--- src/rtl/cpld_spi_responder_pkg.sv ---
// Shared constants, FSM encoding and read-mux helper for the CPLD SPI responder.
// Frames are 16 bits: R/W, 7-bit address, 8-bit data, MSB first.
package cpld_spi_responder_pkg;

    localparam int FRAME_BITS = 16;
    localparam int ADDR_BITS  = 8;
    localparam int CNT_W      = $clog2(FRAME_BITS + 1);

    localparam logic [6:0] ADDR_ID      = 7'h00;
    localparam logic [6:0] ADDR_STATUS  = 7'h01;
    localparam logic [6:0] ADDR_CTRL    = 7'h02;
    localparam logic [6:0] ADDR_SCRATCH = 7'h03;
    localparam logic [6:0] ADDR_PULSE   = 7'h04;

    typedef enum logic [1:0] {
        IDLE,
        ADDR,
        DATA,
        DONE
    } state_e;

    // The pulse register and unmapped addresses read back as zero.
    function automatic logic [7:0] read_mux(
        input logic [6:0] addr,
        input logic [7:0] id_value,
        input logic [7:0] status,
        input logic [7:0] ctrl,
        input logic [7:0] scratch
    );
        case (addr)
            ADDR_ID:      return id_value;
            ADDR_STATUS:  return status;
            ADDR_CTRL:    return ctrl;
            ADDR_SCRATCH: return scratch;
            default:      return 8'h00;
        endcase
    endfunction

endpackage

--- src/rtl/cpld_spi_responder_sync_edge_detect.sv ---
// Multi-stage synchroniser for the SPI pins; the edge input also gets rise/fall
// pulses derived from its last two synchronised samples.
module cpld_spi_responder_sync_edge_detect #(
    parameter int                 STAGES      = 2,
    parameter int                 N_LEVEL     = 2,
    parameter logic               EDGE_RESET  = 1'b0,
    parameter logic [N_LEVEL-1:0] LEVEL_RESET = '0
) (
    input  logic               sysclk,
    input  logic               reset,
    input  logic               edge_in,
    input  logic [N_LEVEL-1:0] level_in,
    output logic               rise,
    output logic               fall,
    output logic [N_LEVEL-1:0] level_out
);

    logic [STAGES-1:0]              edge_sync_q, edge_sync_d;
    logic                           edge_prev_q, edge_prev_d;
    logic [STAGES-1:0][N_LEVEL-1:0] level_sync_q, level_sync_d;

    always_comb begin
        edge_sync_d  = {edge_sync_q[STAGES-2:0], edge_in};
        edge_prev_d  = edge_sync_q[STAGES-1];
        level_sync_d = {level_sync_q[STAGES-2:0], level_in};
    end

    // NOTE: state flops use non-blocking assignments so every flop samples
    // the pre-edge value of its neighbours, which is what makes this a chain.
    always_ff @(posedge sysclk or posedge reset) begin
        if (reset) begin
            edge_sync_q  <= {STAGES{EDGE_RESET}};
            edge_prev_q  <= EDGE_RESET;
            level_sync_q <= {STAGES{LEVEL_RESET}};
        end else begin
            edge_sync_q  <= edge_sync_d;
            edge_prev_q  <= edge_prev_d;
            level_sync_q <= level_sync_d;
        end
    end

    assign rise      =  edge_sync_q[STAGES-1] & ~edge_prev_q;
    assign fall      = ~edge_sync_q[STAGES-1] &  edge_prev_q;
    assign level_out = level_sync_q[STAGES-1];

endmodule

--- src/rtl/cpld_spi_responder.sv ---
// SPI mode-0 responder exposing CPLD status, control, scratch and pulse registers
// to the CPU; all logic runs on sysclk with SCLK/MOSI/CS oversampled.
module cpld_spi_responder
    import cpld_spi_responder_pkg::*;
#(
    parameter logic [7:0] ID_VALUE    = 8'hA5,
    parameter logic [7:0] CTRL_RESET  = 8'h00,
    parameter int         SYNC_STAGES = 2
) (
    input  logic       sysclk,
    input  logic       reset,
    input  logic       spi_clk,
    input  logic       spi_mosi,
    input  logic       spi_cs_INV,
    output logic       spi_miso,
    input  logic [7:0] status_in,
    output logic [7:0] ctrl_out,
    output logic [7:0] pulse_out,
    output logic       wr_strobe
);

    logic       sclk_rise, sclk_fall;
    logic [1:0] level_s;
    logic       mosi_s, cs_n_s;

    // CS resets to the deasserted level so a reset never looks like a frame start.
    cpld_spi_responder_sync_edge_detect #(
        .STAGES     (SYNC_STAGES),
        .N_LEVEL    (2),
        .EDGE_RESET (1'b0),
        .LEVEL_RESET(2'b10)
    ) u_sync (
        .sysclk   (sysclk),
        .reset    (reset),
        .edge_in  (spi_clk),
        .level_in ({spi_cs_INV, spi_mosi}),
        .rise     (sclk_rise),
        .fall     (sclk_fall),
        .level_out(level_s)
    );

    assign mosi_s = level_s[0];
    assign cs_n_s = level_s[1];

    state_e           state_q, state_d;
    logic [CNT_W-1:0] bit_cnt_q, bit_cnt_d;
    logic [6:0]       shift_q, shift_d;
    logic             rw_q, rw_d;
    logic [6:0]       addr_q, addr_d;
    logic [7:0]       miso_sr_q, miso_sr_d;
    logic             miso_q, miso_d;
    logic [7:0]       ctrl_q, ctrl_d;
    logic [7:0]       scratch_q, scratch_d;
    logic [7:0]       pulse_q, pulse_d;
    logic             wr_strobe_q, wr_strobe_d;
    logic [7:0]       rx_byte;

    always_comb begin
        // NOTE: every _d starts from its _q (or its idle value) before any
        // branch, so no path through the case can infer a latch.
        state_d     = state_q;
        bit_cnt_d   = bit_cnt_q;
        shift_d     = shift_q;
        rw_d        = rw_q;
        addr_d      = addr_q;
        miso_sr_d   = miso_sr_q;
        miso_d      = miso_q;
        ctrl_d      = ctrl_q;
        scratch_d   = scratch_q;
        pulse_d     = 8'h00;
        wr_strobe_d = 1'b0;
        rx_byte     = {shift_q, mosi_s};

        if (cs_n_s) begin
            state_d   = IDLE;
            bit_cnt_d = '0;
            miso_d    = 1'b0;
        end else begin
            case (state_q)
                IDLE: begin
                    bit_cnt_d = '0;
                    miso_d    = 1'b0;
                    state_d   = ADDR;
                end
                ADDR: begin
                    if (sclk_rise) begin
                        shift_d   = rx_byte[6:0];
                        bit_cnt_d = bit_cnt_q + 1'b1;
                        if (bit_cnt_q == CNT_W'(ADDR_BITS - 1)) begin
                            rw_d      = shift_q[6];
                            addr_d    = rx_byte[6:0];
                            miso_sr_d = read_mux(rx_byte[6:0], ID_VALUE, status_in,
                                                 ctrl_q, scratch_q);
                            state_d   = DATA;
                        end
                    end
                end
                DATA: begin
                    if (sclk_fall) begin
                        miso_d    = miso_sr_q[7];
                        miso_sr_d = {miso_sr_q[6:0], 1'b0};
                    end
                    if (sclk_rise) begin
                        shift_d   = rx_byte[6:0];
                        bit_cnt_d = bit_cnt_q + 1'b1;
                        if (bit_cnt_q == CNT_W'(FRAME_BITS - 1)) begin
                            if (rw_q) begin
                                wr_strobe_d = 1'b1;
                                case (addr_q)
                                    ADDR_CTRL:    ctrl_d    = rx_byte;
                                    ADDR_SCRATCH: scratch_d = rx_byte;
                                    ADDR_PULSE:   pulse_d   = rx_byte;
                                    default:      ;
                                endcase
                            end
                            state_d = DONE;
                        end
                    end
                end
                DONE: begin
                    miso_d = 1'b0;
                end
                default: begin
                    state_d = IDLE;
                end
            endcase
        end
    end

    always_ff @(posedge sysclk or posedge reset) begin
        if (reset) begin
            state_q     <= IDLE;
            bit_cnt_q   <= '0;
            shift_q     <= '0;
            rw_q        <= 1'b0;
            addr_q      <= '0;
            miso_sr_q   <= '0;
            miso_q      <= 1'b0;
            ctrl_q      <= CTRL_RESET;
            scratch_q   <= 8'h00;
            pulse_q     <= 8'h00;
            wr_strobe_q <= 1'b0;
        end else begin
            state_q     <= state_d;
            bit_cnt_q   <= bit_cnt_d;
            shift_q     <= shift_d;
            rw_q        <= rw_d;
            addr_q      <= addr_d;
            miso_sr_q   <= miso_sr_d;
            miso_q      <= miso_d;
            ctrl_q      <= ctrl_d;
            scratch_q   <= scratch_d;
            pulse_q     <= pulse_d;
            wr_strobe_q <= wr_strobe_d;
        end
    end

    assign spi_miso  = miso_q;
    assign ctrl_out  = ctrl_q;
    assign pulse_out = pulse_q;
    assign wr_strobe = wr_strobe_q;

endmodule
--- config.mk ---
export PLATFORM = sky130hd
export DESIGN_NAME = cpld_spi_responder
export DESIGN_NICKNAME = d
export VERILOG_FILES = /design/src/rtl/cpld_spi_responder_pkg.sv /design/src/rtl/cpld_spi_responder_sync_edge_detect.sv /design/src/rtl/cpld_spi_responder.sv
export SDC_FILE = /design/constraint.sdc
export NUM_CORES = 1
export LEC_CHECK = 0
export BUFFER_PORTS_ARGS = -buffer_cell sky130_fd_sc_hd__buf_4
export CORE_ASPECT_RATIO = 1.5
export CORE_UTILIZATION = 35
export CTS_CLUSTER_SIZE = 30
export DETAILED_ROUTE_END_ITERATION = 8
export PLACE_DENSITY = 0.54
export SLEW_MARGIN = 25
export SYNTH_ARGS = -nofsm -noshare
export SYNTH_HDL_FRONTEND = slang
export SYNTH_HIERARCHICAL = 1
export SYNTH_SLANG_ARGS = --single-unit
--- constraint.sdc ---
create_clock -name sysclk -period 2.8 [get_ports sysclk]
set_input_delay 0.56 -clock sysclk [delete_from_list [all_inputs] [get_ports sysclk]]
set_output_delay 0.56 -clock sysclk [all_outputs]
set_load 0.005 [all_outputs]
==> out/qor.yml <==
sta:
  slew_headroom_pct: 52.9
  drv_slew: 0
  fin_setup_tns_ns: 0
  hold_violations: 0
  fin_crit_sh_pct: 90.9
  fmax_mhz: 393
  rsz0062_at_grt: "no"
  fin_crit_ns: 2.55
  tightest_slew_ns: 0.705
  hold_ws_ns: 0.176
  skew_ns: 0.00384
  finalSetupViolCount: 0
clock_network:
  post_cts_resized: 0
  postCtsSetupBuffers: 0
  cts_htree_levels: 3
  cts.clk_slew.worst_paths_ns: 0.05
  cts-root-buf: "clkbuf_16"
  clockBufferDepth: 2
  cts_tree: "done"
  clkLatencyLatePin_ns: 0.32
  ctsHoldBuffers: 0
  clock-sinks: 63
  numCtsBuffers: 9
flow_run:
  drv_cap: 0
placement:
  port_buffers: 30
  post-dp-hpwl_mm: 3.96
  routabilityCongestion: 0.730
setup_path:
  regToRegSetupSlack_ns: 0.25
  crit_chain: "ha_1 > and3_1 > ha_1 > nand2_1 > or4_4 > or4b_4 > mux2_4"
  path_max_fanout: 8
  required_ns: 3.00
  arrival_ns: 2.75
  cp-start-kind: "flip-flop"
  crit_path_end_kind: "flip-flop"
  path_class: "flip-flop to flip-flop"
  rr_worst_depth: 7
  r2r-start: "bit_cnt_q[0]$_DFFE_PP0P_"
  slowest_delay_ns: 0.61
  startpoint: "bit_cnt_q[0]$_DFFE_PP0P_"
  cpMaxStageDelayCell: "or4b_4"
  rr_endpoint: "ctrl_out[2]$_DFFE_PP0P_"
  crit_path_frequent_cell: "ha_1"
pwr:
  peakVddDrop_v: 0.000427
  finalPower_w: 0.00283
  p_per_area_mw_per_mm2: 817
  p_leak_nw: 1.64
final_layout:
  final_util_pct: 44.9
  fillCellCount: 796
  multi_input_area_mm2: 0.00115
  fin_nets: 282
  final_cell_mix: "dfrtp_1 (61), buf_4 (38), mux2_2 (30), nand2_1 (16), nor2_1 (15)"
  area_growth_pct: 22.8
  num_antenna_cells: 0
  regArea_mm2: 0.00158
  drive_gt1_share_pct: 35.2
  final_common_cell: "dfrtp_1"
detailed_routing:
  vias_per_cell: 4.93
  ant_nets: 0
  drt_first_pass_iters: 4
  routed_wl_mm: 5.76
  drtIter0Drc: 71
  vias: 1819
  wl_per_cell_um: 15.6
  drc: 0
yosys:
  synth-xor-area-share_pct: 0.932
  synth-edff-count: 0
  synth_top_area_cell: "dfrtp_1"
  synth.distinct_cells: 39
  synth_top_family_by_area: "multiplexers"
  yosysTopAreaCellShare_pct: 54.1
  async_flop_share_pct: 100
  syn_inst: 227
  syn_avg_cell_area_um2: 12.4
  synth_area_leaders: "dfrtp_1 (54%), mux2_2 (12%), mux2_4 (4.3%)"
  synthFlopType: "dfrtp_1"
  yosys_warnings: 6
  synth_fp_nets: 245
  ys_seq_elements: 63
  synthSimpleGateAreaFrac_pct: 11.0
  synthAdderAreaFrac_pct: 2.22
  syn_area_mm2: 0.00282
  seq_area_frac_synth_pct: 56.0
  synthMuxAreaShare_pct: 18.4
  synth-compound-area-share_pct: 8.16
floorplan:
  core_mm2: 0.00771
  die_width_um: 75.3
  ios: 31
  start_util_pct: 36.6
  die_h_um: 112
  row_count: 39
  die_area_mm2: 0.00843
grt:
  grt_max_degree: 27
  grt_pass1_vias: 1882
  grt_pass1_wl_mm: 9.53
  grt_overflow: 0
  antenna_found_initial: 0
  track_usage_pct: 15.6
worst_hold_path:
  hp-class: "primary input to async pin"
status:
  status: "completed"
-- layer usage --
layer / vias up / global-route usage [%] / share of wire (%)
li1: 872 / - / -
met1: 909 / 21.1 / 45
met2: 29 / 22.7 / 50
met3: 9 / 3.08 / 2.8
met4: 0 / 9.26 / 2.1
met5: - / 0 / 0
-- kinds of logic (layout without fill, tap and decap cells) --
logic type,count (synthesis),in the layout
compound gates,32,32
xor+xnor,3,3
fa+ha+maj,5,5
buf+inv,22,62
flops,63,63
mux,44,44
simple gates,58,58
-- report_power, final --
group          switching, W  leakage (nW)  total (W)  internal (W)
Sequential        0.0000975         0.835    0.00112       0.00103
Combinational      0.000365         0.674   0.000653      0.000288
Clock              0.000350         0.136    0.00105      0.000702
-- critical path: cells and delay by family (launching register included) --
| kind | cells | cell delay [ns] |
|---|---|---|
| fa+ha+maj | 2 | 0.32 |
| flops | 1 | 0.39 |
| mux | 1 | 0.33 |
| simple gates | 4 | 1.38 |
-- stage by stage --
stage | instances | instance area, um2 | worst slack [ns]
after floorplan | 227 | 2820 | 0.347
after global placement | 355 | 3180 | 0.282
after detailed placement | 355 | 3180 | 0.264
after CTS | 369 | 3460 | 0.254
after global routing | 369 | 3460 | 0.128
final | 369 | 3460 | 0.253
-- state kept, by name, indices dropped and copies added (netlist names) --
name                 flops
miso_sr_q                8
ctrl_out                 8
pulse_out                8
wr_strobe                1
spi_miso                 1
rw_q                     1
scratch_q                8
state_q                  2
addr_q                   7
u_sync/level_sync_d      2
u_sync/edge_prev_q       1
u_sync/level_out         2
shift_q                  7
u_sync/edge_sync_q       2
bit_cnt_q                5
-- final cells by class --
| cell class | count | share of cell area (%) |
|---|---|---|
| timing repair buffer | 38 | 8.24 |
| clock buffer | 13 | 7.23 |
| tap | 102 | 3.68 |
| clock inverter | 1 | 0.867 |
| inverter | 10 | 1.08 |
| multi-input combinational | 142 | 33.3 |
| sequential | 63 | 45.6 |
-- synthesized netlist by cell type (4+ instances only) --
library cell and number:
o211ai_1 4, clkbuf_1 9, nand2_1 16, a21oi_1 5, dfrtp_1 61, inv_1 10
nor2b_1 4, ha_1 5, mux2_2 30, and2_1 8, o21a_1 4, mux2i_1 6
a22oi_1 7, nor2_1 15, mux2_4 8
-- worst max path at each step --
stage / endpoint / depth (start not counted)
after global routing: ctrl_out[0]$_DFFE_PP0P_ / 7
after floorplan: ctrl_out[0]$_DFFE_PP0P_ / 8
after CTS: ctrl_out[2]$_DFFE_PP0P_ / 7
after global placement: ctrl_out[3]$_DFFE_PP0P_ / 7
final: ctrl_out[2]$_DFFE_PP0P_ / 7
after detailed placement: ctrl_out[2]$_DFFE_PP0P_ / 7
Note: power is estimated with default switching activity, not from simulation.
